**config.mk**
```make
export PLATFORM = sky130hd
export DESIGN_NAME = ic_dut_emulator
export DESIGN_NICKNAME = d
export VERILOG_FILES = /design/src/rtl/ic_emu_pkg.sv /design/src/rtl/ic_emu_gate.sv /design/src/rtl/ic_dut_emulator.sv
export SDC_FILE = /design/constraint.sdc
export NUM_CORES = 1
export LEC_CHECK = 0
export CORE_UTILIZATION = 40
export CTS_BUF_LIST = sky130_fd_sc_hd__clkbuf_4 sky130_fd_sc_hd__clkbuf_8
export DETAILED_ROUTE_END_ITERATION = 8
export GPL_TIMING_DRIVEN = 1
export HOLD_SLACK_MARGIN = 0.12
export PLACE_DENSITY = 0.68
export REMOVE_ABC_BUFFERS = 1
export SYNTH_ARGS = -nofsm -noshare
export SYNTH_HDL_FRONTEND = slang
export SYNTH_SLANG_ARGS = --single-unit
export TNS_END_PERCENT = 1
```
**constraint.sdc**
```tcl
create_clock -name clk -period 1.9 [get_ports clk]
set_input_delay 0.475 -clock clk [delete_from_list [all_inputs] [get_ports clk]]
set_output_delay 0.475 -clock clk [all_outputs]
set_load 0.005 [all_outputs]
```
**src/rtl/ic_emu_pkg.sv**
```systemverilog
// Shared encodings, config bundle and gate evaluation
// for the dual 4-input logic IC emulator.
package ic_emu_pkg;

    localparam logic [2:0] GATE_AND  = 3'b000;
    localparam logic [2:0] GATE_NAND = 3'b001;
    localparam logic [2:0] GATE_OR   = 3'b010;
    localparam logic [2:0] GATE_NOR  = 3'b011;
    localparam logic [2:0] GATE_XOR  = 3'b100;
    localparam logic [2:0] GATE_XNOR = 3'b101;

    localparam logic [1:0] FAULT_NONE = 2'b00;
    localparam logic [1:0] FAULT_SA0  = 2'b01;
    localparam logic [1:0] FAULT_SA1  = 2'b10;
    localparam logic [1:0] FAULT_INV  = 2'b11;

    typedef struct packed {
        logic [2:0] gate;
        logic [1:0] fault1;
        logic [1:0] fault2;
    } cfg_t;

    // Unused codes 11x fall through to AND.
    function automatic logic gate_eval(
        input logic [2:0] gate,
        input logic [3:0] vec
    );
        logic r;
        case (gate)
            GATE_NAND: r = ~&vec;
            GATE_OR:   r = |vec;
            GATE_NOR:  r = ~|vec;
            GATE_XOR:  r = ^vec;
            GATE_XNOR: r = ~^vec;
            default:   r = &vec;
        endcase
        return r;
    endfunction

    function automatic logic fault_apply(
        input logic [1:0] fault,
        input logic       x
    );
        logic r;
        case (fault)
            FAULT_SA0: r = 1'b0;
            FAULT_SA1: r = 1'b1;
            FAULT_INV: r = ~x;
            default:   r = x;
        endcase
        return r;
    endfunction

endpackage

```
**src/rtl/ic_emu_gate.sv**
```systemverilog
// One emulated gate: evaluation, fault injection, delay line,
// input-vector coverage and saturating output-toggle counter.
module ic_emu_gate
    import ic_emu_pkg::*;
#(
    parameter int DELAY_CYCLES = 4,
    parameter int CNT_W        = 8
) (
    input  logic             clk,
    input  logic             reset,
    input  logic [2:0]       gate,
    input  logic [1:0]       fault,
    input  logic [3:0]       vec,
    input  logic             cov_clear,
    output logic             op,
    output logic [15:0]      cov_mask,
    output logic             cov_full,
    output logic [CNT_W-1:0] toggles
);

    localparam logic [CNT_W-1:0] CNT_MAX = {CNT_W{1'b1}};
    localparam logic [CNT_W-1:0] CNT_ONE = {{(CNT_W-1){1'b0}}, 1'b1};

    logic                    stage_in;
    logic                    op_nxt;
    logic [DELAY_CYCLES-1:0] line;

    assign stage_in = fault_apply(fault, gate_eval(gate, vec));
    assign op       = line[DELAY_CYCLES-1];

    // line[0] holds the newest sample; op is the oldest stage.
    generate
        if (DELAY_CYCLES == 1) begin : g_d1
            assign op_nxt = stage_in;

            always_ff @(posedge clk) begin
                if (reset) begin
                    line <= '0;
                end else begin
                    line <= stage_in;
                end
            end
        end else begin : g_dn
            assign op_nxt = line[DELAY_CYCLES-2];

            always_ff @(posedge clk) begin
                if (reset) begin
                    line <= '0;
                end else begin
                    line <= {line[DELAY_CYCLES-2:0], stage_in};
                end
            end
        end
    endgenerate

    // Clear wins over the vector sampled in the same cycle.
    always_ff @(posedge clk) begin
        if (reset || cov_clear) begin
            cov_mask <= '0;
            cov_full <= 1'b0;
        end else begin
            cov_mask <= cov_mask | (16'd1 << vec);
            cov_full <= &cov_mask;
        end
    end

    always_ff @(posedge clk) begin
        if (reset || cov_clear) begin
            toggles <= '0;
        end else if (op_nxt != op && toggles != CNT_MAX) begin
            toggles <= toggles + CNT_ONE;
        end
    end

endmodule

```
**src/rtl/ic_dut_emulator.sv**
```systemverilog
// Dual same-type 4-input logic IC emulator: shared gate function,
// per-gate fault modes, config registers and pin mapping.
module ic_dut_emulator
    import ic_emu_pkg::*;
#(
    parameter int DELAY_CYCLES = 4,
    parameter int CNT_W        = 8
) (
    input  logic             clk,
    input  logic             reset,
    input  logic             A1,
    input  logic             B1,
    input  logic             C1,
    input  logic             D1,
    input  logic             A2,
    input  logic             B2,
    input  logic             C2,
    input  logic             D2,
    output logic             op1,
    output logic             op2,
    input  logic             cfg_load,
    input  logic [2:0]       cfg_gate,
    input  logic [1:0]       cfg_fault1,
    input  logic [1:0]       cfg_fault2,
    input  logic             cov_clear,
    output logic [15:0]      cov_mask1,
    output logic [15:0]      cov_mask2,
    output logic             cov_full1,
    output logic             cov_full2,
    output logic [CNT_W-1:0] toggles1,
    output logic [CNT_W-1:0] toggles2
);

    cfg_t cfg_q;

    always_ff @(posedge clk) begin
        if (reset) begin
            cfg_q <= '{GATE_AND, FAULT_NONE, FAULT_NONE};
        end else if (cfg_load) begin
            cfg_q <= '{cfg_gate, cfg_fault1, cfg_fault2};
        end
    end

    ic_emu_gate #(
        .DELAY_CYCLES(DELAY_CYCLES),
        .CNT_W       (CNT_W)
    ) u_gate1 (
        .clk      (clk),
        .reset    (reset),
        .gate     (cfg_q.gate),
        .fault    (cfg_q.fault1),
        .vec      ({D1, C1, B1, A1}),
        .cov_clear(cov_clear),
        .op       (op1),
        .cov_mask (cov_mask1),
        .cov_full (cov_full1),
        .toggles  (toggles1)
    );

    ic_emu_gate #(
        .DELAY_CYCLES(DELAY_CYCLES),
        .CNT_W       (CNT_W)
    ) u_gate2 (
        .clk      (clk),
        .reset    (reset),
        .gate     (cfg_q.gate),
        .fault    (cfg_q.fault2),
        .vec      ({D2, C2, B2, A2}),
        .cov_clear(cov_clear),
        .op       (op2),
        .cov_mask (cov_mask2),
        .cov_full (cov_full2),
        .toggles  (toggles2)
    );

endmodule

```
======== After elaboration in Yosys (flattened, before gate mapping) ========
Index checks and enable logic that the tools add are counted.
storage, ports and cells
  register bits after elaboration ......... 65
  input bits .............................. 19
  word-level logic and storage cells ...... 55
cells by class
  add/subtract/negate cells ............... 2
  eq/ne operators ......................... 15
  shifts and indexed selects .............. 2
  multiplexer cells ....................... 4
  bitwise gates (word level) .............. 4
  reductions and logical operators ........ 17
operators by type and width
  operator                                                             number
  16-bit OR                                                            2
  16-bit AND reduction                                                 2
  1-bit by 4-bit left shift with 16-bit output (first input constant)  2
  8-bit by 1-bit adder with 8-bit output (second input constant)       2
  8-bit != test (second input constant)                                2
  1-bit one-hot mux with 5 select lines                                2
  2-bit == test (second input constant)                                4
  4-bit AND reduction                                                  2
  4-bit OR reduction                                                   2
  4-bit XNOR reduction                                                 2
  4-bit parity                                                         2
  3-bit by 2-bit == test with 1-bit output (second input constant)     2
  3-bit == test (second input constant)                                2
  1-bit one-hot mux with 3 select lines                                2
  2-bit by 1-bit == test with 1-bit output (second input constant)     2
  1-bit logical NOT                                                    4
  3-bit by 1-bit == test with 1-bit output (second input constant)     1
  1-bit logical AND                                                    2
  1-bit != test                                                        2
  1-bit NOT                                                            2
  1-bit logical OR                                                     1

======== Depth between registers and ports, before layout ========
Gate-level depths: netlist (run 1).
  word-level depth ........................ 5
  gate-level depth with buffers ........... 7

======== Hierarchy ========
A second synthesis (run 1) with hierarchy kept.
unflattened totals
  cell total of the unflattened synthesis .. 292
  area total of the unflattened synthesis .. 2732.6 um^2
by module, submodules not included
  module           instances  cells each  area an instance (um^2)  sequential area each (um^2)
  ic_emu_gate      2          135         1242.4                   580.6
  ic_dut_emulator  1          22          247.7                    140.1

======== Least setup slack after synthesis (run 1) ========
Ideal clock, no wire load.
  path kind ............................... input-to-reg
  start point ............................. input port A2
  end point ............................... register u_gate2.line[0]
  setup time .............................. 0.091 ns
  data arrival time ....................... 1.560 ns
  slack ................................... 0.249 ns
  stages on the path ...................... 7
  buffers on the path ..................... 0
  cells stage by stage .................... inv_1 -> ha_1 -> xnor2_1 -> a32oi_1 -> a2bb2oi_1 -> a21oi_1 -> a311oi_1
between the ends
  cells in the longest elaborated chain, start to end .. 5
  elaborated cells on any way between the ends .. 9
  those cells by class .................... mux (2); bitwise (1); reduce/logical (6)
RTL lines
  item                                                       RTL line                            RTL
  start: declaration                                         ic_dut_emulator.sv:15               input logic A2,
  4-bit OR reduction or 4-bit AND reduction (tied branches)  n/a
  1-bit logical NOT (on tied branches)                       ic_emu_pkg.sv:32, ic_emu_pkg.sv:30
  1-bit one-hot mux with 5 select lines *                    ic_emu_pkg.sv:29                    case (gate)
  1-bit NOT                                                  ic_emu_pkg.sv:48                    FAULT_INV: r = ~x;
  1-bit one-hot mux with 3 select lines *                    ic_emu_pkg.sv:45                    case (fault)
  end signal: assignment                                     ic_emu_gate.sv:50                   line <= {line[DELAY_CYCLES-2:0], stage_in};
  end: declaration                                           ic_emu_gate.sv:26                   logic [DELAY_CYCLES-1:0] line;
Mark *: on every way between the ends. The rest lies on a longest branch, timed or not.
A chain may end at the register's enable or synchronous reset.

======== Worst setup path after layout (run 1) ========
Ends and elaborated chain as after synthesis.

==> impl_metrics.ini, run 1 <==
[clocking]
h-tree-depth = 3
cts_made_buffers = 9
cts_setup_buffers = 0
cts_buffer_depth = 2
cts_root_buffer = clkbuf_8
cts_tree = done
clock_latency_ps = 340
path_clk_slew_ps = 70
clock_sinks = 65

[power]
ir_worst_vdd_v = 0.0006026
p_leak_nw = 1.472
powerDensity_nw_per_um2 = 795.2
power_mw = 3.031

[detailed_routing]
wl_um = 5819
drtIter0Drc = 79
ant_nets = 0
vias = 2253
avgRoutedWirePerCell_um = 12.90
viasPerCell = 4.996
dr.pass1.iters = 4
drc = 0

[global_routing]
grt_pass1_wl_um = 9177
antenna_found_initial = 0
grt_start_max_net_pins = 26
grt_pass1_vias = 2089
grt_overflow = 0
track_usage = 0.1813

[cells_and_area]
fillers = 536
multi_input_area_um2 = 1286
drive_gt1_frac = 0.1250
num-nets-final = 404
n_antenna_cell = 0
regArea_um2 = 1301
area_growth_pct = 46.72

[timing]
fin_worst_skew_ps = 6.498
slew_headroom = 0.7200
min_period_ps = 1807
max_freq_mhz = 553.3
setup_violations = 0
min_period_over_period = 0.9512
finalSetupTns_ps = 0
tightest_slew_ps = 418.7
hold_violations = 0
drv_slew = 0

[setup_path]
cp.required_ps = 2150
crit_type = input pin to flop
worst_setup_path_start_kind = input pin
cp.arrival_ps = 2060
endpoint_kind = flop
cp_max_fo = 2

[yosys]
yosysSeqAreaShare = 0.5010
synthTopCellsByCount = 65 x dfxtp_1, 59 x nor2_1, 30 x a21oi_1
synth_cell_type_count = 27
synth_ff_type = dfxtp_1
ys_seq_elements = 65
synth_most_common_cell = dfxtp_1
yosys.area.top_type_share = 0.5010
synth_area_leader_cell = dfxtp_1
synth_edf_count = 0
synth_area_leaders = dfxtp_1 50%, nor2_1 8.5%, ha_1 6.7%
synth.avg_cell_area_um2 = 9.377
synthesis.area_um2 = 2597
syn_inst = 277
ys_warn_count = 0
ys_async_sr_fraction = 0

[run_status]
outcome = complete, no violations

[job]
cap_violations = 0

[die]
initial_core_util = 0.4261
core_area_um2 = 6096
rows = 28
io_pins = 71
die-area_um2 = 6820
die_h_um = 82.59
fp.dieW_um = 82.59

[placement]
gp_congestion = 0.8371
dpl.hpwl_um = 4257
io_buffer_count = 70

[worst_hold_path]
hold_class = flop to flop
-- routing by layer --
metal	routed length [µm]	GRT usage
met1	2624	0.2260
met2	2845	0.2835
met3	272	0.06703
met4	76	0.07069
met5	0	0
-- critical path: stages --
cell,delay (ps)
clkdlybuf4s50_1,470
inv_1,80
ha_4,250
xnor2_2,140
a32oi_1,200
a2bb2oi_2,170
a21oi_1,80
a311oi_1,180
-- report_power, final --
part	switching [mW]	internal [mW]
combinational	0.135	0.157
clock	0.546	0.779
sequential	0.0230	1.39
total	0.704	2.33
-- logic make-up (layout without fill, tap and decap cells) --
kind of cell    after synthesis  in the layout  share of synthesized area
buf+inv                      18            117                    0.02601
simple gates                100            100                     0.1792
fa+ha+maj                    14             14                    0.06744
compound gates               55             55                     0.1378
xor+xnor                     16             16                    0.05395
flops                        65             65                     0.5010
mux                           9              9                    0.03468
-- what timing repair did --
item                       in CTS  in global routing
pin swaps                       1                  6
resized for setup               2                  8
hold buffers                    0                  0
setup endpoints to repair       2                  2
-- sequential cells by signal (all words and copies together), names as in the netlist --
signal	count
cfg_q	7
u_gate1.cov_full	1
u_gate1.cov_mask	16
u_gate1.line	4
u_gate1.toggles	8
u_gate2.cov_full	1
u_gate2.cov_mask	16
u_gate2.line	4
u_gate2.toggles	8
-- placed cells by master, fill, tap and decap left out, types with 5 or more instances in the layout --
cell             synthesis  layout
clkdlybuf4s50_1          0      66
dfxtp_1                 65      65
nor2_1                  59      59
a21oi_1                 30      30
buf_4                    0      21
nand4_1                 12      12
ha_1                    14      11
inv_1                   10      10
xor2_1                  10      10
clkbuf_8                 0      10
mux2i_1                  9       9
a31oi_1                  8       8
nor2b_1                  7       7
and3_1                   6       6
nand2_1                  6       6
xnor2_1                  6       5
-- path summary, 6_finish.rpt --
| path | from | end | slack (ps) | cells past startpoint |
|---|---|---|---|---|
| max | A2 | u_gate2.line[0] | 90 | 8 |
| min | u_gate2.line[0] | u_gate2.line[1] | 430 | 1 |
| max reg2reg | u_gate1.toggles[0] | u_gate1.toggles[7] | 360 | 6 |
| min reg2reg | u_gate2.line[0] | u_gate2.line[1] | 430 | 1 |
-- through the flow --
step           setup WS [ps]  area, µm²  hold WS, ps  cells  utilization
3_5_place_dp          -376.1       3520        423.1    435       0.5774
5_1_grt               -3.754       3811        458.3    451       0.6252
2_1_floorplan          249.4       2567        413.8    269            -
3_3_place_gp          -328.7       3520        420.7    435       0.5774
4_1_cts               -12.08       3752        435.5    451       0.6156
6_report               92.64       3811        432.8    451       0.6252
-- layout make-up --
| cell class | instances | share of cell area |
|---|---|---|
| Clock buffer | 10 | 0.03611 |
| Clock inverter | 6 | 0.02364 |
| Inverter | 10 | 0.009849 |
| Multi-Input combinational cell | 194 | 0.3375 |
| Sequential cell | 65 | 0.3414 |
| Tap cell | 75 | 0.02462 |
| Timing Repair Buffer | 91 | 0.2269 |
Note: power is estimated with default switching activity, not from simulation.
==> run 2: changes to the inputs <==
--- a/config.mk
+++ b/config.mk
@@ -10,7 +10,7 @@
 export DETAILED_ROUTE_END_ITERATION = 8
 export GPL_TIMING_DRIVEN = 1
 export HOLD_SLACK_MARGIN = 0.12
-export PLACE_DENSITY = 0.68
+export PLACE_DENSITY = 0.71
 export REMOVE_ABC_BUFFERS = 1
 export SYNTH_ARGS = -nofsm -noshare
 export SYNTH_HDL_FRONTEND = slang
==> constraint.sdc (replaced) <==
create_clock -name clk -period 1.6 [get_ports clk]
set_input_delay 0.4 -clock clk [delete_from_list [all_inputs] [get_ports clk]]
set_output_delay 0.4 -clock clk [all_outputs]
set_load 0.005 [all_outputs]
==> impl_metrics.ini, run 2 (synthesized netlist as in run 1, its figures left out) <==
[global_routing]
grt_pass1_wl_um = 9742
grt_pass1_vias = 2147
grt_start_max_net_pins = 16
track_usage = 0.1929
antenna_found_initial = 0
grt_overflow = 0

[cells_and_area]
fillers = 528
layout_common_cells = 59 x nor2_1, 39 x dfxtp_2, 30 x a21oi_1
reg_top3 = u_gate1.cov_mask: 16 flops, u_gate2.cov_mask: 16 flops
n_antenna_cell = 0
num-nets-final = 410
fin_area_um2 = 3923
area_growth_pct = 51.01
drive_gt1_frac = 0.2737
final_common_cell = nor2_1

[setup_path]
cp_max_fo = 3
cpPeakStageDelay_ps = 500
cp.required_ps = 1200
endpoint_kind = output port
path_buf_inv = 1
crit_family = buffers and inverters
worst_setup_path_start_kind = flop
cp.arrival_ps = 1170
crit_type = flop to output port
crit_path_top_delay_cell = clkdlybuf4s50_1
path_cells = clkdlybuf4s50_1

[detailed_routing]
viasPerCell = 5.103
ant_nets = 0
drtIter0Drc = 96
wl_um = 6050
vias = 2322
avgRoutedWirePerCell_um = 13.30
drc = 0
dr.pass1.iters = 4

[clocking]
cts_buffer_depth = 2
cts_root_buffer = clkbuf_8
cts_made_buffers = 9
h-tree-depth = 3
clock_latency_ps = 330
path_clk_slew_ps = 60
cts_tree = done
cts_setup_buffers = 0
clock_sinks = 65

[timing]
slew_headroom = 0.7431
finalSetupTns_ps = 0
fin_worst_skew_ps = 4.319
setup_violations = 0
min_period_ps = 1570
tightest_slew_ps = 384.1
worst_slack_ps = 30.49
hold_violations = 0
rsz0062_at_grt = true
drv_slew = 0
min_period_over_period = 0.9809
max_freq_mhz = 637.1

[die]
fp.dieW_um = 82.59
core_area_um2 = 6096
die-area_um2 = 6820
rows = 28
die_h_um = 82.59
io_pins = 71
initial_core_util = 0.4261

[placement]
io_buffer_count = 70
gp_congestion = 0.8368
dpl.hpwl_um = 4375
dp_slack_ps = -627.7
place_area_um2 = 3565

[power]
powerDensity_nw_per_um2 = 834.9
ir_worst_vdd_v = 0.0005077
p_leak_nw = 2.075

[worst_hold_path]
hold_class = flop to flop

[run_status]
outcome = complete, no violations

[job]
cap_violations = 0
-- run 2: layout make-up --
type / instances / area, µm² / area share
clock buffer: 14 / 173.9 / 0.04434
inverter: 10 / 37.54 / 0.009569
multi-input combinational: 194 / 1308 / 0.3333
tap: 75 / 93.84 / 0.02392
sequential: 65 / 1365 / 0.3480
timing repair buffer: 97 / 944.7 / 0.2408
-- run 2: per-layer routing --
| layer | global-route usage | share of wire | up-vias |
|---|---|---|---|
| li1 | - | - | 1164 |
| met1 | 0.2497 | 0.46 | 1085 |
| met2 | 0.3025 | 0.48 | 64 |
| met3 | 0.03516 | 0.043 | 9 |
| met4 | 0.1069 | 0.018 | 0 |
| met5 | 0 | 0 | - |
-- run 2: final timing paths --
check / from / end / slack (ps) / cells after the start
setup reg to reg: u_gate2.toggles[1] / u_gate2.toggles[5] / 100 / 6
hold reg to reg: u_gate2.line[1] / u_gate2.line[2] / 430 / 1
setup / recovery: u_gate2.cov_mask[3] / cov_mask2[3] / 30 / 1
hold / removal: u_gate2.line[1] / u_gate2.line[2] / 430 / 1
-- run 2: repair_timing --
action                                  in CTS  in global routing
pin swaps                                    7                  2
hold endpoints to repair                     0                  0
resized for setup                           84                 30
hold buffers                                 0                  0
endpoints found under the setup margin      48                 31
-- run 2: where the power goes --
group          switching (mW)  internal [mW]  leakage [nW]
clock                   0.555          0.683        0.0929
sequential             0.0259           1.65         0.550
combinational           0.170          0.191          1.43
total                   0.751           2.52          2.08
-- run 2: metrics by stage --
step	instances	util	hold WS (ps)	power (mW)
6_report	455	0.6435	433.9	3.275
5_1_grt	455	0.6435	446.9	3.425
4_1_cts	455	0.6305	434.2	3.305
3_5_place_dp	441	0.5848	420.4	2.051
3_3_place_gp	441	0.5848	423.3	2.043
2_1_floorplan	269	-	413.8	1.868
==> run 3: changes to the inputs <==
--- a/config.mk
+++ b/config.mk
@@ -6,7 +6,6 @@
 export NUM_CORES = 1
 export LEC_CHECK = 0
 export CORE_UTILIZATION = 40
-export CTS_BUF_LIST = sky130_fd_sc_hd__clkbuf_4 sky130_fd_sc_hd__clkbuf_8
 export DETAILED_ROUTE_END_ITERATION = 8
 export GPL_TIMING_DRIVEN = 1
 export HOLD_SLACK_MARGIN = 0.12
==> impl_metrics.ini, run 3 (synthesized netlist as in run 1, its figures left out) <==
[run_status]
outcome = complete, no violations

[cells_and_area]
num-nets-final = 410
final_common_cell = nor2_1
fin_area_um2 = 3918
n_antenna_cell = 0
drive_gt1_frac = 0.2684
area_growth_pct = 50.82
fillers = 530
reg_top3 = u_gate1.cov_mask: 16 flops, u_gate2.cov_mask: 16 flops
post-route-util = 0.6427
layout_common_cells = 59 x nor2_1, 39 x dfxtp_2, 30 x a21oi_1
fin_cells = 455

[detailed_routing]
ant_nets = 0
avgRoutedWirePerCell_um = 13.20
vias = 2323
drtIter0Drc = 75
dr.pass1.iters = 4
drc = 0
wl_um = 6007
viasPerCell = 5.105

[power]
swShare = 0.2329
clockPowerShare = 0.368
power_frac_seq = 0.519
p_leak_nw = 2.050
intPower_mw = 2.476
p_sw_mw = 0.7520
combPwrFrac = 0.113
ir_worst_vdd_v = 0.0005141
powerDensity_nw_per_um2 = 824.1

[clocking]
path_clk_slew_ps = 60
cts_setup_buffers = 0
cts_tree = done
cts_root_buffer = clkbuf_8
h-tree-depth = 3
cts_made_buffers = 9
clock_latency_ps = 330
clock_sinks = 65
cts_buffer_depth = 2

[die]
die_h_um = 82.59
rows = 28
core_area_um2 = 6096
io_pins = 71
die-area_um2 = 6820
fp.dieW_um = 82.59
initial_core_util = 0.4261

[setup_path]
cp_max_fo = 3
endpoint_kind = output port
path_cells = clkdlybuf4s50_1
cpPeakStageDelay_ps = 500
crit_type = flop to output port
path_buf_inv = 1
crit_family = buffers and inverters
cp.arrival_ps = 1170
worst_setup_path_start_kind = flop
crit_path_top_delay_cell = clkdlybuf4s50_1
cp.required_ps = 1200

[timing]
drv_slew = 0
min_period_over_period = 0.9790
slew_headroom = 0.7429
hold_violations = 0
rsz0062_at_grt = true
max_freq_mhz = 638.4
fin_worst_skew_ps = 3.731
min_period_ps = 1566
finalSetupTns_ps = 0
hold_slack_ps = 431.7
setup_violations = 0
tightest_slew_ps = 384.5

[placement]
gp_congestion = 0.8368
place_area_um2 = 3565
io_buffer_count = 70
dpl.hpwl_um = 4375
dp.cells = 441

[global_routing]
antenna_found_initial = 0
grt_overflow = 0
grt_pass1_vias = 2169
grt_pass1_wl_um = 9756
grt_start_max_net_pins = 16
track_usage = 0.1920

[worst_hold_path]
hold_class = flop to flop

[job]
cap_violations = 0
-- run 3: cell types whose count changed in the layout (fill, tap and decap cells not counted) --
cell	before	now
clkdlybuf4s50_1	19	20
a2bb2oi_2	1	2
clkbuf_4	3	0
a32oi_2	1	0
a211oi_1	4	3
a2bb2oi_1	1	0
dlygate4sd2_1	23	21
clkbuf_1	0	3
a32oi_1	1	2
a211oi_2	0	1
clkdlybuf4s15_1	0	1
-- run 3: path summary, 6_finish.rpt --
kind / start / end / slack (ps) / depth (start not counted)
setup / recovery: u_gate2.cov_mask[7] / cov_mask2[7] / 30 / 1
hold / removal: u_gate2.line[1] / u_gate2.line[2] / 430 / 1
hold reg to reg: u_gate2.line[1] / u_gate2.line[2] / 430 / 1
setup reg to reg: u_gate2.toggles[1] / u_gate2.toggles[5] / 100 / 6
-- run 3: timing repair --
item	4_1_cts	5_1_grt
setup endpoints to repair	47	31
resized for setup	82	33
pin swaps	7	3
cloned	0	0
hold buffers	0	0
-- run 3: power by group through the flow --
| stage | registers (mW) | logic, mW | clock network (mW) |
|---|---|---|---|
| floorplan | 1.71 | 0.157 | 0 |
| finish | 1.68 | 0.364 | 1.19 |
| global route | 1.68 | 0.403 | 1.30 |
| global placement | 1.71 | 0.328 | 0 |
| detailed placement | 1.72 | 0.336 | 0 |
| CTS | 1.67 | 0.360 | 1.22 |
-- run 3: metrics by stage --
| step | power [mW] | setup slack (ps) |
|---|---|---|
| finish | 3.228 | 33.59 |
| global route | 3.379 | -51.44 |
| CTS | 3.254 | -76.60 |
| detailed placement | 2.051 | -627.7 |
| global placement | 2.043 | -552.2 |
| floorplan | 1.868 | 24.39 |
-- run 3: final cells by class --
cell class | count | area [µm²] | share of cell area
sequential | 65 | 1365 | 0.3485
timing repair buffer | 97 | 947.2 | 0.2418
multi-input combinational | 194 | 1311 | 0.3347
tap | 75 | 93.84 | 0.02395
clock buffer | 14 | 162.7 | 0.04152
inverter | 10 | 37.54 | 0.009582
-- run 3: metal layers --
metal  vias to the layer above  track usage  wire length [µm]
met3                        12      0.03516               232
met1                      1090       0.2503              2832
met2                        54       0.2959              2817
li1                       1167            -                 -
met4                         0       0.1121               124
met5                         -            0                 0
